### src/rtl/i_format_encoder_loader.sv
// Encodes LEGv8 I-format requests (op, Rd, Rn, imm) into 32-bit instruction words
// and writes them sequentially into instruction RAM for the boot/test loader.
module i_format_encoder_loader #(
  parameter int unsigned           ADDR_WIDTH = 64,
  parameter logic [ADDR_WIDTH-1:0] BASE_ADDR  = '0,
  parameter int unsigned           DEPTH      = 256
) (
  input  logic                  clock,
  input  logic                  reset_n,
  input  logic                  clear,
  input  logic                  in_valid,
  output logic                  in_ready,
  input  logic [2:0]            op,
  input  logic [4:0]            rd,
  input  logic [4:0]            rn,
  input  logic [63:0]           k,
  output logic                  mem_write,
  output logic [ADDR_WIDTH-1:0] mem_addr,
  output logic [31:0]           mem_data,
  output logic [15:0]           count,
  output logic                  full,
  output logic                  err
);

  localparam int unsigned CNT_W = 16;
  localparam int unsigned IMM_W = 12;

  typedef enum logic [1:0] {
    S_IDLE   = 2'd0,
    S_ENCODE = 2'd1,
    S_WRITE  = 2'd2,
    S_FULL   = 2'd3
  } state_t;

  state_t                  r_state;
  state_t                  w_next;
  logic                    r_in_ready;
  logic                    r_wr;
  logic                    r_full;
  logic [2:0]              r_op;
  logic [4:0]              r_rd;
  logic [4:0]              r_rn;
  logic [IMM_W-1:0]        r_imm;
  logic                    r_k_oor;
  logic [ADDR_WIDTH-1:0]   r_mem_addr;
  logic [31:0]             r_mem_data;
  logic [CNT_W-1:0]        r_count;
  logic                    r_err;
  logic                    w_accept;
  logic [CNT_W-1:0]        w_count_inc;
  logic                    w_last;

  // 10-bit opcode field for each of the eight I-format operations
  function automatic logic [9:0] opc(input logic [2:0] o);
    case (o)
      3'd0:    opc = 10'h244;
      3'd1:    opc = 10'h2C4;
      3'd2:    opc = 10'h344;
      3'd3:    opc = 10'h3C4;
      3'd4:    opc = 10'h248;
      3'd5:    opc = 10'h3C8;
      3'd6:    opc = 10'h2C8;
      default: opc = 10'h348;
    endcase
  endfunction

  assign w_accept    = in_valid & r_in_ready & ~clear;
  assign w_count_inc = r_count + CNT_W'(1);
  assign w_last      = (w_count_inc == CNT_W'(DEPTH));

  always_ff @(posedge clock or negedge reset_n) begin
    if (!reset_n) r_state <= S_IDLE;
    else          r_state <= w_next;
  end

  always_comb begin
    w_next = r_state;
    case (r_state)
      S_IDLE:   if (w_accept) w_next = S_ENCODE;
      S_ENCODE: w_next = r_k_oor ? S_IDLE : S_WRITE;
      S_WRITE:  w_next = w_last ? S_FULL : S_IDLE;
      S_FULL:   w_next = S_FULL;
      default:  w_next = S_IDLE;
    endcase
    if (clear) w_next = S_IDLE;
  end

  // State-decoded outputs, registered from the next state so they track r_state
  always_ff @(posedge clock or negedge reset_n) begin
    if (!reset_n) begin
      r_in_ready <= 1'b0;
      r_wr       <= 1'b0;
      r_full     <= 1'b0;
    end else begin
      r_in_ready <= (w_next == S_IDLE);
      r_wr       <= (w_next == S_WRITE);
      r_full     <= (w_next == S_FULL);
    end
  end

  // Request hold register; only the out-of-range verdict of the upper immediate bits is kept
  always_ff @(posedge clock or negedge reset_n) begin
    if (!reset_n) begin
      r_op    <= '0;
      r_rd    <= '0;
      r_rn    <= '0;
      r_imm   <= '0;
      r_k_oor <= 1'b0;
    end else if (w_accept) begin
      r_op    <= op;
      r_rd    <= rd;
      r_rn    <= rn;
      r_imm   <= k[IMM_W-1:0];
      r_k_oor <= |k[63:IMM_W];
    end
  end

  always_ff @(posedge clock or negedge reset_n) begin
    if (!reset_n) begin
      r_mem_addr <= '0;
      r_mem_data <= '0;
    end else if (r_state == S_ENCODE && !clear && !r_k_oor) begin
      r_mem_data <= {opc(r_op), r_imm, r_rn, r_rd};
      r_mem_addr <= BASE_ADDR + ADDR_WIDTH'({r_count, 2'b00});
    end
  end

  always_ff @(posedge clock or negedge reset_n) begin
    if (!reset_n) begin
      r_count <= '0;
      r_err   <= 1'b0;
    end else if (clear) begin
      r_count <= '0;
      r_err   <= 1'b0;
    end else begin
      if (r_state == S_WRITE)              r_count <= w_count_inc;
      if (r_state == S_ENCODE && r_k_oor)  r_err   <= 1'b1;
    end
  end

  // clear aborts an in-flight write within the same cycle
  assign mem_write = r_wr & ~clear;
  assign in_ready  = r_in_ready;
  assign full      = r_full;
  assign mem_addr  = r_mem_addr;
  assign mem_data  = r_mem_data;
  assign count     = r_count;
  assign err       = r_err;

endmodule

### config.mk
export PLATFORM = sky130hd
export DESIGN_NAME = i_format_encoder_loader
export DESIGN_NICKNAME = d
export VERILOG_FILES = /design/src/rtl/i_format_encoder_loader.sv
export SDC_FILE = /design/constraint.sdc
export NUM_CORES = 1
export LEC_CHECK = 0
export BUFFER_PORTS_ARGS = -buffer_cell sky130_fd_sc_hd__buf_2
export CORE_ASPECT_RATIO = 0.5
export CORE_UTILIZATION = 47
export CTS_CLUSTER_DIAMETER = 30
export DETAILED_ROUTE_END_ITERATION = 12
export MAX_ROUTING_LAYER = met4
export PLACE_DENSITY = 0.87
export SYNTH_ARGS = -nofsm -noshare
export SYNTH_HDL_FRONTEND = slang
export SYNTH_SLANG_ARGS = --single-unit
### constraint.sdc
create_clock -name clock -period 2.7 [get_ports clock]
set_clock_uncertainty 0.2 [all_clocks]
set_input_delay 0.54 -clock clock [delete_from_list [all_inputs] [get_ports clock]]
set_output_delay 0.54 -clock clock [all_outputs]
set_load 0.01 [all_outputs]
==> results.rst, run 1 <==
.. list-table::
   :header-rows: 1

   * - Metric
     - Value
   * - Filler cell count in the final layout
     - 727
   * - Average wire length per cell after detail routing
     - 13.7 um
   * - Wire length of the first global-routing pass
     - 14.7 mm
   * - Share of total power consumed by net switching
     - 0.222
   * - Class of the tightest hold or removal check
     - input port to asynchronous set/reset pin
   * - Share of cells above drive strength 1
     - 0.459
   * - First drt pass iteration count
     - 8
   * - Worst flop-to-flop path endpoint
     - in_ready$_DFF_PN0_
   * - Top-count cell post-synth
     - sky130_fd_sc_hd__dfrtp_1
   * - Post-CTS setup buffer count
     - 0
   * - Power density cells
     - 545 mW/mm^2
   * - Peak clock frequency supported by timing
     - 393 MHz
   * - Cell chosen for the clock root
     - sky130_fd_sc_hd__clkbuf_16
   * - Worst Setup Start Kind
     - register
   * - Number of synthesized flops with an enable pin
     - 0
   * - TritonCTS clock tree
     - yes
   * - Aggregate routed wire length
     - 8.79 mm
   * - Req. time, crit path
     - 2.72 ns
   * - First-iteration detailed-routing DRC count
     - 154
   * - Worst ir drop on vdd
     - 0.380 mV
   * - Count of pins on the block boundary
     - 197
   * - YS warnings
     - 0
   * - Internal power contribution
     - 2.28 mW
   * - Number of instances in the synthesized netlist
     - 376
   * - Vias per Instance
     - 4.85
   * - Post-synthesis instance area
     - 0.00440 sq mm
   * - Number of flip-flops and latches in the synthesized netlist
     - 91
   * - Setup_tns
     - 0 ns
   * - Std-Cell Core Area
     - 0.00889 sq mm
   * - Area share of the largest cell type after synthesis
     - 0.518
   * - Cts bufs inserted
     - 9
   * - Total count of max-transition violations in the final report
     - 0
   * - Placed instance count
     - 626
   * - Number of resized instances in the post-cts repair step
     - 0
   * - Ys async rst share
     - 1.00
   * - Number of failing setup endpoints in the final timing report
     - 0
   * - Total number of vias
     - 3116
   * - Endpoint arrival time on the critical path
     - 2.57 ns
   * - Leakage power
     - 2.81 nW
   * - Initial Utilization
     - 0.495
   * - Area of the die
     - 0.00977 sq mm
   * - Residual DRC
     - 12
   * - Via count of the first global-routing pass
     - 3008
   * - Sequential share of power
     - 0.500
   * - Cells taking the most area after synthesis
     - sky130_fd_sc_hd__dfrtp_1, sky130_fd_sc_hd__mux2_2, sky130_fd_sc_hd__buf_4, sky130_fd_sc_hd__nor4_1, sky130_fd_sc_hd__xnor2_1
   * - Fraction of the yosys area taken by sequential cells
     - 0.518
   * - Slowest cell on the critical path
     - sky130_fd_sc_hd__dfrtp_1
   * - CTS Hold Buffers Added
     - 0
   * - Number of antenna violations at the first check in global routing
     - 0
   * - Proportion of power drawn by the clock network
     - 0.424
   * - CTS clock-pin slew for the worst setup and hold paths
     - 0.06 ns
   * - Net count of the finished layout
     - 603
   * - Remaining number of nets flagged by the antenna check after routing
     - 0
   * - Buffer levels on the longest clock path
     - 2
   * - Final Hold Slack
     - 0.0539 ns
   * - Crit. End Element
     - register
   * - Clock latency on the worst-skew pair
     - 0.33 ns
   * - Number of input and output port buffers inserted
     - 144
   * - Final Critical Period
     - 2.54 ns
   * - Dpl cell area
     - 0.00506 sq mm
   * - Area of all placed cells without fillers
     - 0.00537 sq mm
   * - Maximum number of pins on one net before global-route repair
     - 57
   * - CTS HTree Levels
     - 3
   * - Final cell count without fillers
     - 642
   * - Gate power share
     - 0.076
   * - Number of hold violations in the final report
     - 0
   * - Setup repair after global routing missed its margin
     - no
   * - Area growth, synth to finish
     - 22.0%
   * - Most frequent cells after synthesis
     - sky130_fd_sc_hd__dfrtp_1, sky130_fd_sc_hd__mux2_2, sky130_fd_sc_hd__buf_4
   * - Worst path cell trace
     - ha_1, nand4_1, xor2_1, o2111a_1, nor4_1, o2111ai_2, o21a_1
   * - # rows
     - 24
   * - Setup slack of the critical path after layout
     - 0.157 ns
   * - Synth cell types
     - 41
   * - Net switching component of the power
     - 648 uW
   * - Mapped Avg Cell Area
     - 11.7 sq um
   * - Die span in x
     - 139 um
   * - Post-DP HPWL
     - 6.54 mm
   * - Slack of the worst reg-to-reg path
     - 0.16 ns
   * - Outcome
     - finished with violations
   * - Post-place setup slack
     - 0.247 ns
   * - Final core utilization
     - 0.604
   * - Crit path kind
     - register to register
   * - Global-route usage over all layers
     - 0.198
   * - Placer's final routability congestion estimate
     - 0.920
   * - # diodes
     - 0
   * - Overall power consumption
     - 2.92 mW
   * - Max cap viols
     - 0
   * - Number of clock sinks seen by CTS
     - 91
   * - Transition time at the pin with the least slew margin
     - 0.715 ns
   * - Violations in the final reports
     - design-rule violations
   * - GR Overflow Total
     - 0
   * - Highest fanout seen on the critical path
     - 8
   * - Worst R2R Path Depth
     - 7
   * - Portion of the clock cycle consumed by the worst path in the final layout
     - 0.942
   * - Reg2Reg Launch Point
     - count[0]$_DFFE_PN0P_
   * - Slew margin rel.
     - 0.523
   * - Most instantiated flip-flop cell in the synthesis netlist
     - sky130_fd_sc_hd__dfrtp_1
   * - Maximum cell stage delay along the critical path
     - 0.49 ns
   * - Library cell with the largest summed area after synthesis
     - sky130_fd_sc_hd__dfrtp_1
   * - Floorplan die height
     - 70.4 um
[layout make-up]
class	instances	area (sq um)	share of cell area
flip-flops and latches	91	2280	0.424
multi-input cells	259	1810	0.337
repair buffers	154	811	0.151
clock buffers	10	239	0.0445
well taps	117	146	0.0273
clock inverters	6	65.1	0.0121
inverters	5	18.8	0.00350
[how the worst max path moves through the flow]
stage / cells after the start / slack [ns] / end / from
2_1_floorplan: 7 / 0.41 / in_ready$_DFF_PN0_ / count[2]$_DFFE_PN0P_
3_3_place_gp: 6 / 0.34 / in_ready$_DFF_PN0_ / count[0]$_DFFE_PN0P_
6_report: 7 / 0.16 / in_ready$_DFF_PN0_ / count[0]$_DFFE_PN0P_
3_5_place_dp: 7 / 0.25 / in_ready$_DFF_PN0_ / count[0]$_DFFE_PN0P_
5_1_grt: 6 / 0.06 / count[12]$_DFFE_PN0P_ / count[1]$_DFFE_PN0P_
4_1_cts: 7 / 0.19 / in_ready$_DFF_PN0_ / count[0]$_DFFE_PN0P_
[cell usage in the layout (no fill, tap or decap), drive strengths merged]
| cell type | instances |
|---|---|
| inv | 5 |
| nor2b | 2 |
| mux2 | 64 |
| or2 | 1 |
| o2111a | 1 |
| clkinvlp | 4 |
| clkbuf | 10 |
| nand3 | 4 |
| or3 | 5 |
| o31ai | 1 |
| a211o | 1 |
| nor4b | 1 |
| clkinv | 1 |
| nor3 | 6 |
| bufinv | 1 |
| ha | 2 |
| o21ai | 6 |
| a31oi | 2 |
| conb | 52 |
| mux2i | 3 |
| nor2 | 23 |
| a21oi | 11 |
| xor2 | 9 |
| a311o | 1 |
| o21a | 1 |
| o2111ai | 1 |
| nand4 | 6 |
| buf | 154 |
| nand4b | 1 |
| nand3b | 3 |
| or4 | 2 |
| nand2 | 17 |
| dfrtp | 91 |
| and3 | 2 |
| nand2b | 2 |
| nor4 | 18 |
| xnor2 | 10 |
| a22oi | 1 |
[registers in the layout, summed over array words and instances, names as in the netlist]
register,flops
full,1
err,1
r_k_oor,1
r_op,3
r_imm,12
mem_addr,16
r_state,2
in_ready,1
r_rd,5
r_wr,1
r_rn,5
mem_data,27
count,16
[per-layer routing]
layer	track usage	routed length (um)	share of wire
met1	0.244	3920	0.45
met2	0.319	4250	0.48
met3	0.0549	501	0.057
met4	0.0654	115	0.013
met5	-	0	0
[power groups by stage]
stage               Combinational (mW)  Clock, mW  Sequential (mW)
finish                           0.222       1.24             1.46
global route                     0.245       1.33             1.47
CTS                              0.225       1.28             1.46
detailed placement               0.224          0             1.49
global placement                 0.216          0             1.48
floorplan                        0.174          0             1.48
[cell families (layout without fill, tap and decap cells)]
logic type	Yosys count	count (layout)	synth area share
other	1	52	0.000852
AOI/OAI and AO/OA	26	26	0.0387
buffers and inverters	77	175	0.115
and+or+nand+nor	93	93	0.114
adders and majority gates	2	2	0.00569
DFF	91	91	0.518
muxes	67	67	0.171
xor gates and xnor gates	19	19	0.0378
[critical path, delay by kind of cell (launching register included)]
family	cells	cell delay (ns)
flip-flops	1	0.49
adder cells (fa/ha/maj)	1	0.29
AO/OA/AOI/OAI	3	0.55
XOR/XNOR	1	0.24
AND/OR/NAND/NOR	2	0.65
Note: power is estimated with default switching activity, not from simulation.
==> inputs of run 2 (changes only) <==
==> constraint.sdc (replaced) <==
create_clock -name clock -period 2.7 [get_ports clock]
set_clock_uncertainty 0.2 [all_clocks]
set_input_delay 0.405 -clock clock [delete_from_list [all_inputs] [get_ports clock]]
set_output_delay 0.405 -clock clock [all_outputs]
set_load 0.01 [all_outputs]
==> run 2 against run 1 <==
Net effect:
- the flow still finishes with violations (design-rule violations)
- fmax is 1.9% higher
- global-route usage is 1.1 points higher
- via count rose by 1.9%
- utilization about the same
- first-iteration DRC count grew 29%
- clock power is essentially flat
- critical path type unchanged
- highest routed layer unchanged
==> results.rst, run 2 (synthesis gave the netlist of run 1 again) <==
.. list-table::
   :header-rows: 1

   * - Metric
     - Value
   * - Outcome
     - finished with violations
   * - Violations in the final reports
     - design-rule violations
   * - Post-place setup slack
     - 0.158 ns (-0.0883 ns)
   * - Portion of the clock cycle consumed by the worst path in the final layout
     - 0.924 (-0.0175)
   * - # rows
     - 24 (unchanged)
   * - GR Overflow Total
     - 0 (unchanged)
   * - CTS clock-pin slew for the worst setup and hold paths
     - 0.06 ns (about the same)
   * - Number of hold violations in the final report
     - 0 (unchanged)
   * - Via count of the first global-routing pass
     - 3095 (+2.9%)
   * - Class of the tightest hold or removal check
     - input port to register
   * - Residual DRC
     - 12 (unchanged)
   * - Worst ir drop on vdd
     - 0.327 mV (-14%)
   * - Buffer levels on the longest clock path
     - 2 (unchanged)
   * - Post-DP HPWL
     - 6.91 mm (+5.6%)
   * - TritonCTS clock tree
     - yes
   * - Final Critical Period
     - 2.50 ns (-0.0473 ns)
   * - Share of cells above drive strength 1
     - 0.454 (-0.00467)
   * - CP bufs+invs
     - 0 (unchanged)
   * - Net count of the finished layout
     - 604 (+0.17%)
   * - Max cap viols
     - 0 (unchanged)
   * - Std-Cell Core Area
     - 0.00889 sq mm (unchanged)
   * - Family with the most delay on the worst path
     - simple AND/OR/NAND/NOR gates
   * - Power density cells
     - 547 mW/mm^2 (+0.40%)
   * - Slew margin rel.
     - 0.576 (+0.0529)
   * - Most common cell after layout, fill and taps aside
     - sky130_fd_sc_hd__buf_2
   * - CTS HTree Levels
     - 3 (unchanged)
   * - Filler cell count in the final layout
     - 734 (+0.96%)
   * - Total count of max-transition violations in the final report
     - 0 (unchanged)
   * - Endpoint arrival time on the critical path
     - 2.52 ns (-0.05 ns)
   * - Number of clock sinks seen by CTS
     - 91 (unchanged)
   * - Highest fanout seen on the critical path
     - 8 (unchanged)
   * - Number of failing setup endpoints in the final timing report
     - 0 (unchanged)
   * - Aggregate routed wire length
     - 9.26 mm (+5.4%)
   * - Area growth, synth to finish
     - 22.1% (about the same)
   * - Floorplan die height
     - 70.4 um (unchanged)
   * - Global-route usage over all layers
     - 0.209 (+0.0108)
   * - Leakage power
     - 2.81 nW (+0.13%)
   * - First-iteration detailed-routing DRC count
     - 199 (+29%)
   * - Peak clock frequency supported by timing
     - 401 MHz (+1.9%)
   * - Number of flip-flops under the largest register name
     - 27 (unchanged)
   * - Worst path cell trace
     - nand3_1, or4_1, xnor2_1, nor4b_1, o2111ai_2, o21a_1
   * - Setup slack of the critical path after layout
     - 0.205 ns (+0.0473 ns)
   * - Overall power consumption
     - 2.94 mW (+0.45%)
   * - Total number of vias
     - 3175 (+1.9%)
   * - Cts bufs inserted
     - 9 (unchanged)
   * - Number of resized instances in the post-cts repair step
     - 0 (unchanged)
   * - Req. time, crit path
     - 2.73 ns (about the same)
   * - Worst Setup Start Kind
     - register
   * - Maximum number of pins on one net before global-route repair
     - 51 (-11%)
   * - Wire length of the first global-routing pass
     - 15.2 mm (+3.3%)
   * - Placer's final routability congestion estimate
     - 0.924 (+0.50%)
   * - Setup_tns
     - 0 ns (unchanged)
   * - # diodes
     - 0 (unchanged)
   * - Area of the die
     - 0.00977 sq mm (unchanged)
   * - Clock latency on the worst-skew pair
     - 0.34 ns (about the same)
   * - Average wire length per cell after detail routing
     - 14.4 um (+5.3%)
   * - Number of antenna violations at the first check in global routing
     - 0 (unchanged)
   * - Maximum cell stage delay along the critical path
     - 0.56 ns (+0.07 ns)
   * - Cell chosen for the clock root
     - sky130_fd_sc_hd__clkbuf_16
   * - Die span in x
     - 139 um (unchanged)
   * - Initial Utilization
     - 0.495 (unchanged)
   * - Vias per Instance
     - 4.94 (+1.7%)
   * - Crit. End Element
     - register
   * - Slowest cell on the critical path
     - sky130_fd_sc_hd__or4_1
   * - Number of input and output port buffers inserted
     - 144 (unchanged)
   * - First drt pass iteration count
     - 11 (+3)
   * - Transition time at the pin with the least slew margin
     - 0.636 ns (-0.0793 ns)
   * - Setup repair after global routing missed its margin
     - no
   * - Count of pins on the block boundary
     - 197 (unchanged)
   * - Crit path kind
     - register to register
   * - Remaining number of nets flagged by the antenna check after routing
     - 0 (unchanged)
   * - Commonest cells after routing, fill and taps aside
     - sky130_fd_sc_hd__buf_2, sky130_fd_sc_hd__dfrtp_1, sky130_fd_sc_hd__mux2_2
[run 2: area by class of cell]
type	instances	area (sq um)	area share
sequential	91	2280	0.424
tap	117	146	0.0273
clock inverter	4	50.0	0.00932
clock buffer	12	246	0.0459
timing repair buffer	155	821	0.153
inverter	5	18.8	0.00349
multi-input combinational	259	1810	0.337
[run 2: per-stage QoR]
step | utilization | area [sq um] | std cells | hold WS (ns)
detailed placement | 0.568 | 5050 | 624 | 0.271
finish | 0.604 | 5370 | 643 | 0.0959
floorplan | - | 4590 | 427 | -0.0906
global route | 0.604 | 5370 | 643 | 0.0758
CTS | 0.602 | 5360 | 641 | 0.0839
global placement | 0.568 | 5050 | 624 | 0.266
[run 2: final timing paths]
| kind | start | cells after the start | end | slack, ns |
|---|---|---|---|---|
| setup / recovery | count[2]$_DFFE_PN0P_ | 6 | in_ready$_DFF_PN0_ | 0.20 |
| hold / removal | op[2] | 2 | r_op[2]$_DFFE_PN0P_ | 0.1 |
| setup reg to reg | count[2]$_DFFE_PN0P_ | 6 | in_ready$_DFF_PN0_ | 0.20 |
| hold reg to reg | mem_data[28]$_DFFE_PN0P_ | 1 | mem_data[28]$_DFFE_PN0P_ | 0.28 |
| max in group asynchronous | reset_n | 3 | mem_data[5]$_DFFE_PN0P_ | 1.22 |
| min in group asynchronous | reset_n | 2 | mem_addr[9]$_DFFE_PN0P_ | 0.44 |
[run 2: what timing repair did]
item,in CTS,in global routing
endpoints found under the setup margin,0,2
hold endpoints to repair,49,0
setup buffers,0,2
hold buffers,1,0
[run 2: routing by layer]
layer  share of wire  vias to the layer above  global-route usage
li1                -                     1492                   -
met2            0.51                      110               0.349
met3           0.048                       13              0.0645
met5               0                        -                   -
met4           0.014                        0              0.0679
met1            0.42                     1560               0.243
[run 2: worst register-to-register path, cell delays in order, from the launching register on]
cell and delay, ns:
sky130_fd_sc_hd__dfrtp_1 0.48, sky130_fd_sc_hd__nand3_1 0.23, sky130_fd_sc_hd__or4_1 0.56, sky130_fd_sc_hd__xnor2_1 0.15
sky130_fd_sc_hd__nor4b_1 0.40, sky130_fd_sc_hd__o2111ai_2 0.21, sky130_fd_sc_hd__o21a_1 0.16
[run 2: where the power goes]
part / switching, mW / total (mW) / internal, mW
logic: 0.116 / 0.225 / 0.110
registers: 0.0351 / 1.46 / 1.43
clock network: 0.508 / 1.25 / 0.742
==> inputs of run 3 (changes only) <==
ABC_AREA = 1   (was default)
BUFFER_PORTS_ARGS = default   (was -buffer_cell sky130_fd_sc_hd__buf_2)
CORE_UTILIZATION = 60   (was 47)
DONT_BUFFER_PORTS = 1   (was default)
PLACE_DENSITY = 0.83   (was 0.87)
==> run 3 against run 2 <==
Net effect:
- the flow finishes with violations (negative hold slack)
- utilization grew 9.3 points
- worst hold slack lost 0.54 ns
- non-clock buffer count shrank 125
- final area shrank 11%
- critical endpoint unchanged
- highest routed layer unchanged
==> results.rst, run 3 <==
.. list-table::
   :header-rows: 1

   * - Metric
     - Value
   * - Initial Utilization
     - 0.632 (+0.137)
   * - Wire length of the first global-routing pass
     - 14.4 mm (-5.3%)
   * - Number of synthesized flops with an enable pin
     - 0 (unchanged)
   * - Most frequent cells after synthesis
     - sky130_fd_sc_hd__nand2_1, sky130_fd_sc_hd__dfrtp_1, sky130_fd_sc_hd__buf_4
   * - Share of cells above drive strength 1
     - 0.0615 (-0.393)
   * - CP bufs+invs
     - 0 (unchanged)
   * - Std-Cell Core Area
     - 0.00683 sq mm (-23%)
   * - Maximum number of pins on one net before global-route repair
     - 92 (+80%)
   * - Crit path kind
     - register to register
   * - Most instantiated flip-flop cell in the synthesis netlist
     - sky130_fd_sc_hd__dfrtp_1
   * - Dominant combinational cell family by area after synthesis
     - simple AND/OR/NAND/NOR gates
   * - Transition time at the pin with the least slew margin
     - 0.676 ns (+0.0407 ns)
   * - Peak clock frequency supported by timing
     - 473 MHz (+18%)
   * - Post-synthesis simple-gate area fraction
     - 0.267 (+0.153)
   * - Buffer levels on the longest clock path
     - 2 (unchanged)
   * - Number of failing setup endpoints in the final timing report
     - 0 (unchanged)
   * - Count of pins on the block boundary
     - 197 (unchanged)
   * - CTS HTree Levels
     - 3 (unchanged)
   * - Mapped Avg Cell Area
     - 8.26 sq um (-29%)
   * - Number of hold violations in the final report
     - 91 (+91)
   * - Number of input and output port buffers inserted
     - 0 (-100%)
   * - GR Overflow Total
     - 0 (unchanged)
   * - Portion of the clock cycle consumed by the worst path in the final layout
     - 0.783 (-0.141)
   * - Average wire length per cell after detail routing
     - 14.7 um (+1.8%)
   * - Via count of the first global-routing pass
     - 2941 (-5.0%)
   * - First drt pass iteration count
     - 4 (-7)
   * - Final Critical Period
     - 2.11 ns (-0.381 ns)
   * - Cts bufs inserted
     - 9 (unchanged)
   * - Net switching component of the power
     - 735 uW (+12%)
   * - Number of antenna violations at the first check in global routing
     - 0 (unchanged)
   * - Family with the most delay on the worst path
     - simple AND/OR/NAND/NOR gates
   * - # diodes
     - 0 (unchanged)
   * - Class of the tightest hold or removal check
     - input port to asynchronous set/reset pin
   * - Portion of netlist area occupied by mux cells
     - 0 (-0.171)
   * - Worst ir drop on vdd
     - 0.505 mV (+54%)
   * - Proportion of power drawn by the clock network
     - 0.394 (-0.031)
   * - Area share of the largest cell type after synthesis
     - 0.527 (+0.00960)
   * - Setup repair after global routing missed its margin
     - no
   * - Placer's final routability congestion estimate
     - 0.889 (-3.8%)
   * - Leakage power
     - 2.42 nW (-14%)
   * - Area growth, synth to finish
     - 10.2%
   * - Net count of the finished layout
     - 631 (+4.5%)
   * - Worst Setup Start Kind
     - register
   * - Library cell with the largest summed area after synthesis
     - sky130_fd_sc_hd__dfrtp_1
   * - Slowest cell on the critical path
     - sky130_fd_sc_hd__dfrtp_1
   * - Cell chosen for the clock root
     - sky130_fd_sc_hd__clkbuf_16
   * - Cells taking the most area after synthesis
     - sky130_fd_sc_hd__dfrtp_1, sky130_fd_sc_hd__nand2_1, sky130_fd_sc_hd__buf_4, sky130_fd_sc_hd__o21ai_0, sky130_fd_sc_hd__inv_1
   * - Outcome
     - finished with violations
   * - Post-CTS setup buffer count
     - 0 (unchanged)
   * - Global-route usage over all layers
     - 0.271 (+0.0614)
   * - First-iteration detailed-routing DRC count
     - 262 (+32%)
   * - Post-synthesis instance area
     - 0.00432 sq mm (-1.8%)
   * - Fraction of the yosys area taken by sequential cells
     - 0.527 (+0.00960)
   * - CTS Hold Buffers Added
     - 26 (+25)
   * - Worst path cell trace
     - ha_1, nand3_2, nor2_4, nand2_1, nand2_1, nand3_1, nor2_1, nand3_1, nand2_1, nand2_2, nand2_2, nor2_2
   * - Crit. End Element
     - register
   * - Max cap viols
     - 0 (unchanged)
   * - Remaining number of nets flagged by the antenna check after routing
     - 0 (unchanged)
   * - Power density cells
     - 625 mW/mm^2 (+14%)
   * - Residual DRC
     - 0 (-12)
   * - Commonest cells after routing, fill and taps aside
     - sky130_fd_sc_hd__nand2_1, sky130_fd_sc_hd__dfrtp_1, sky130_fd_sc_hd__conb_1
   * - Number of instances in the synthesized netlist
     - 523 (+39%)
   * - Slack of the worst reg-to-reg path
     - 0.59 ns (+0.38 ns)
   * - YS warnings
     - 0 (unchanged)
   * - Total number of vias
     - 3372 (+6.2%)
   * - Vias per Instance
     - 5.23 (+5.9%)
   * - TritonCTS clock tree
     - yes
   * - Ys async rst share
     - 1.00 (unchanged)
   * - Aggregate routed wire length
     - 9.46 mm (+2.1%)
   * - Internal power contribution
     - 2.24 mW (-1.8%)
   * - Fraction of the mapped netlist area in compound gates
     - 0.0571 (+0.0184)
   * - Post-DP HPWL
     - 6.20 mm (-10%)
   * - Timing startpoint of the critical path
     - count[1]$_DFFE_PN0P_
   * - Violations in the final reports
     - negative hold slack
   * - Reg2Reg Launch Point
     - count[1]$_DFFE_PN0P_
   * - Area of the die
     - 0.00756 sq mm (-23%)
   * - Req. time, crit path
     - 2.73 ns (about the same)
   * - Cell type with the highest occurrence count on the critical path
     - sky130_fd_sc_hd__nand2_1
   * - Number of flip-flops under the largest register name
     - 27 (unchanged)
   * - CTS clock-pin slew for the worst setup and hold paths
     - 0.06 ns (about the same)
   * - Floorplan die height
     - 62.0 um (-12%)
   * - Setup_tns
     - 0 ns (unchanged)
   * - Post-place setup slack
     - 0.612 ns (+0.454 ns)
   * - Synth cell types
     - 25 (-39%)
   * - Final cell count without fillers
     - 645 (+0.31%)
   * - Endpoint arrival time on the critical path
     - 2.15 ns (-0.37 ns)
   * - Dpl cell area
     - 0.00422 sq mm (-16%)
   * - Most common cell after layout, fill and taps aside
     - sky130_fd_sc_hd__nand2_1
   * - Number of flip-flops and latches in the synthesized netlist
     - 91 (unchanged)
   * - Maximum cell stage delay along the critical path
     - 0.48 ns (-0.08 ns)
   * - Die span in x
     - 122 um (-12%)
   * - Total count of max-transition violations in the final report
     - 0 (unchanged)
   * - Top-count cell post-synth
     - sky130_fd_sc_hd__nand2_1
   * - Number of clock sinks seen by CTS
     - 91 (unchanged)
   * - Highest fanout seen on the critical path
     - 9 (+1)
   * - Setup slack of the critical path after layout
     - 0.586 ns (+0.381 ns)
   * - Area of all placed cells without fillers
     - 0.00476 sq mm (-11%)
   * - Placed instance count
     - 603 (-3.4%)
   * - Gate power share
     - 0.073 (-0.004)
   * - Share of total power consumed by net switching
     - 0.247 (+0.0230)
   * - Adder-cell share of the synthesized area
     - 0.00579 (+0.000105)
   * - Clock latency on the worst-skew pair
     - 0.34 ns (about the same)
   * - Sequential share of power
     - 0.533 (+0.035)
   * - XOR/XNOR Fraction of Synth Area
     - 0.00406 (-0.0338)
   * - # rows
     - 21 (-13%)
   * - Final Hold Slack
     - -0.447 ns (-0.543 ns)
   * - Slew margin rel.
     - 0.547 (-0.0288)
run 3: path summary, 6_finish.rpt:
kind	to	depth (start not counted)
max	in_ready$_DFF_PN0_	12
max in group asynchronous	mem_data[2]$_DFFE_PN0P_	0
min reg2reg	mem_data[4]$_DFFE_PN0P_	2
max reg2reg	in_ready$_DFF_PN0_	12
min	mem_addr[5]$_DFFE_PN0P_	0
min in group clock	full$_DFF_PN0_	3
run 3: final cells by class:
| cell class | instances | area (sq um) |
|---|---|---|
| flip-flops and latches | 91 | 2280 |
| fillers | 545 | 2070 |
| multi-input cells | 377 | 1640 |
| repair buffers | 30 | 303 |
| clock buffers | 12 | 256 |
| inverters | 39 | 146 |
| well taps | 92 | 115 |
| clock inverters | 4 | 25.0 |
run 3: cell families (layout without fill, tap and decap cells):
group / Yosys count / in the layout
and+or+nand+nor: 275 / 275
buffers and inverters: 106 / 85
DFF: 91 / 91
AOI/OAI and AO/OA: 46 / 46
adders and majority gates: 2 / 2
xor gates and xnor gates: 2 / 2
other: 1 / 52
run 3: per-layer routing:
layer	GRT usage	part of all wire	vias up	routed length, um
met5	-	0	-	0
met4	0.0811	0.0074	0	70
met3	0.0931	0.087	6	827
met2	0.429	0.48	155	4500
met1	0.334	0.43	1609	4060
li1	-	-	1602	-
run 3: power by group through the flow:
stage | logic, mW | registers [mW] | clock network [mW]
after floorplan | 0.213 | 1.58 | 0
after global placement | 0.170 | 1.60 | 0
after detailed placement | 0.179 | 1.61 | 0
after CTS | 0.210 | 1.59 | 1.19
after global routing | 0.251 | 1.60 | 1.24
final | 0.216 | 1.59 | 1.17
run 3: what timing repair did:
action | CTS | global route
endpoints found under the setup margin | 0 | 0
gates resized for setup | 0 | 0
endpoints found under the hold margin | 117 | 91
run 3: stage by stage:
step / utilization / power [mW]
6_report: 0.697 / 2.97
5_1_grt: 0.697 / 3.09
4_1_cts: 0.697 / 2.99
3_5_place_dp: 0.617 / 1.79
3_3_place_gp: 0.617 / 1.77
2_1_floorplan: - / 1.80
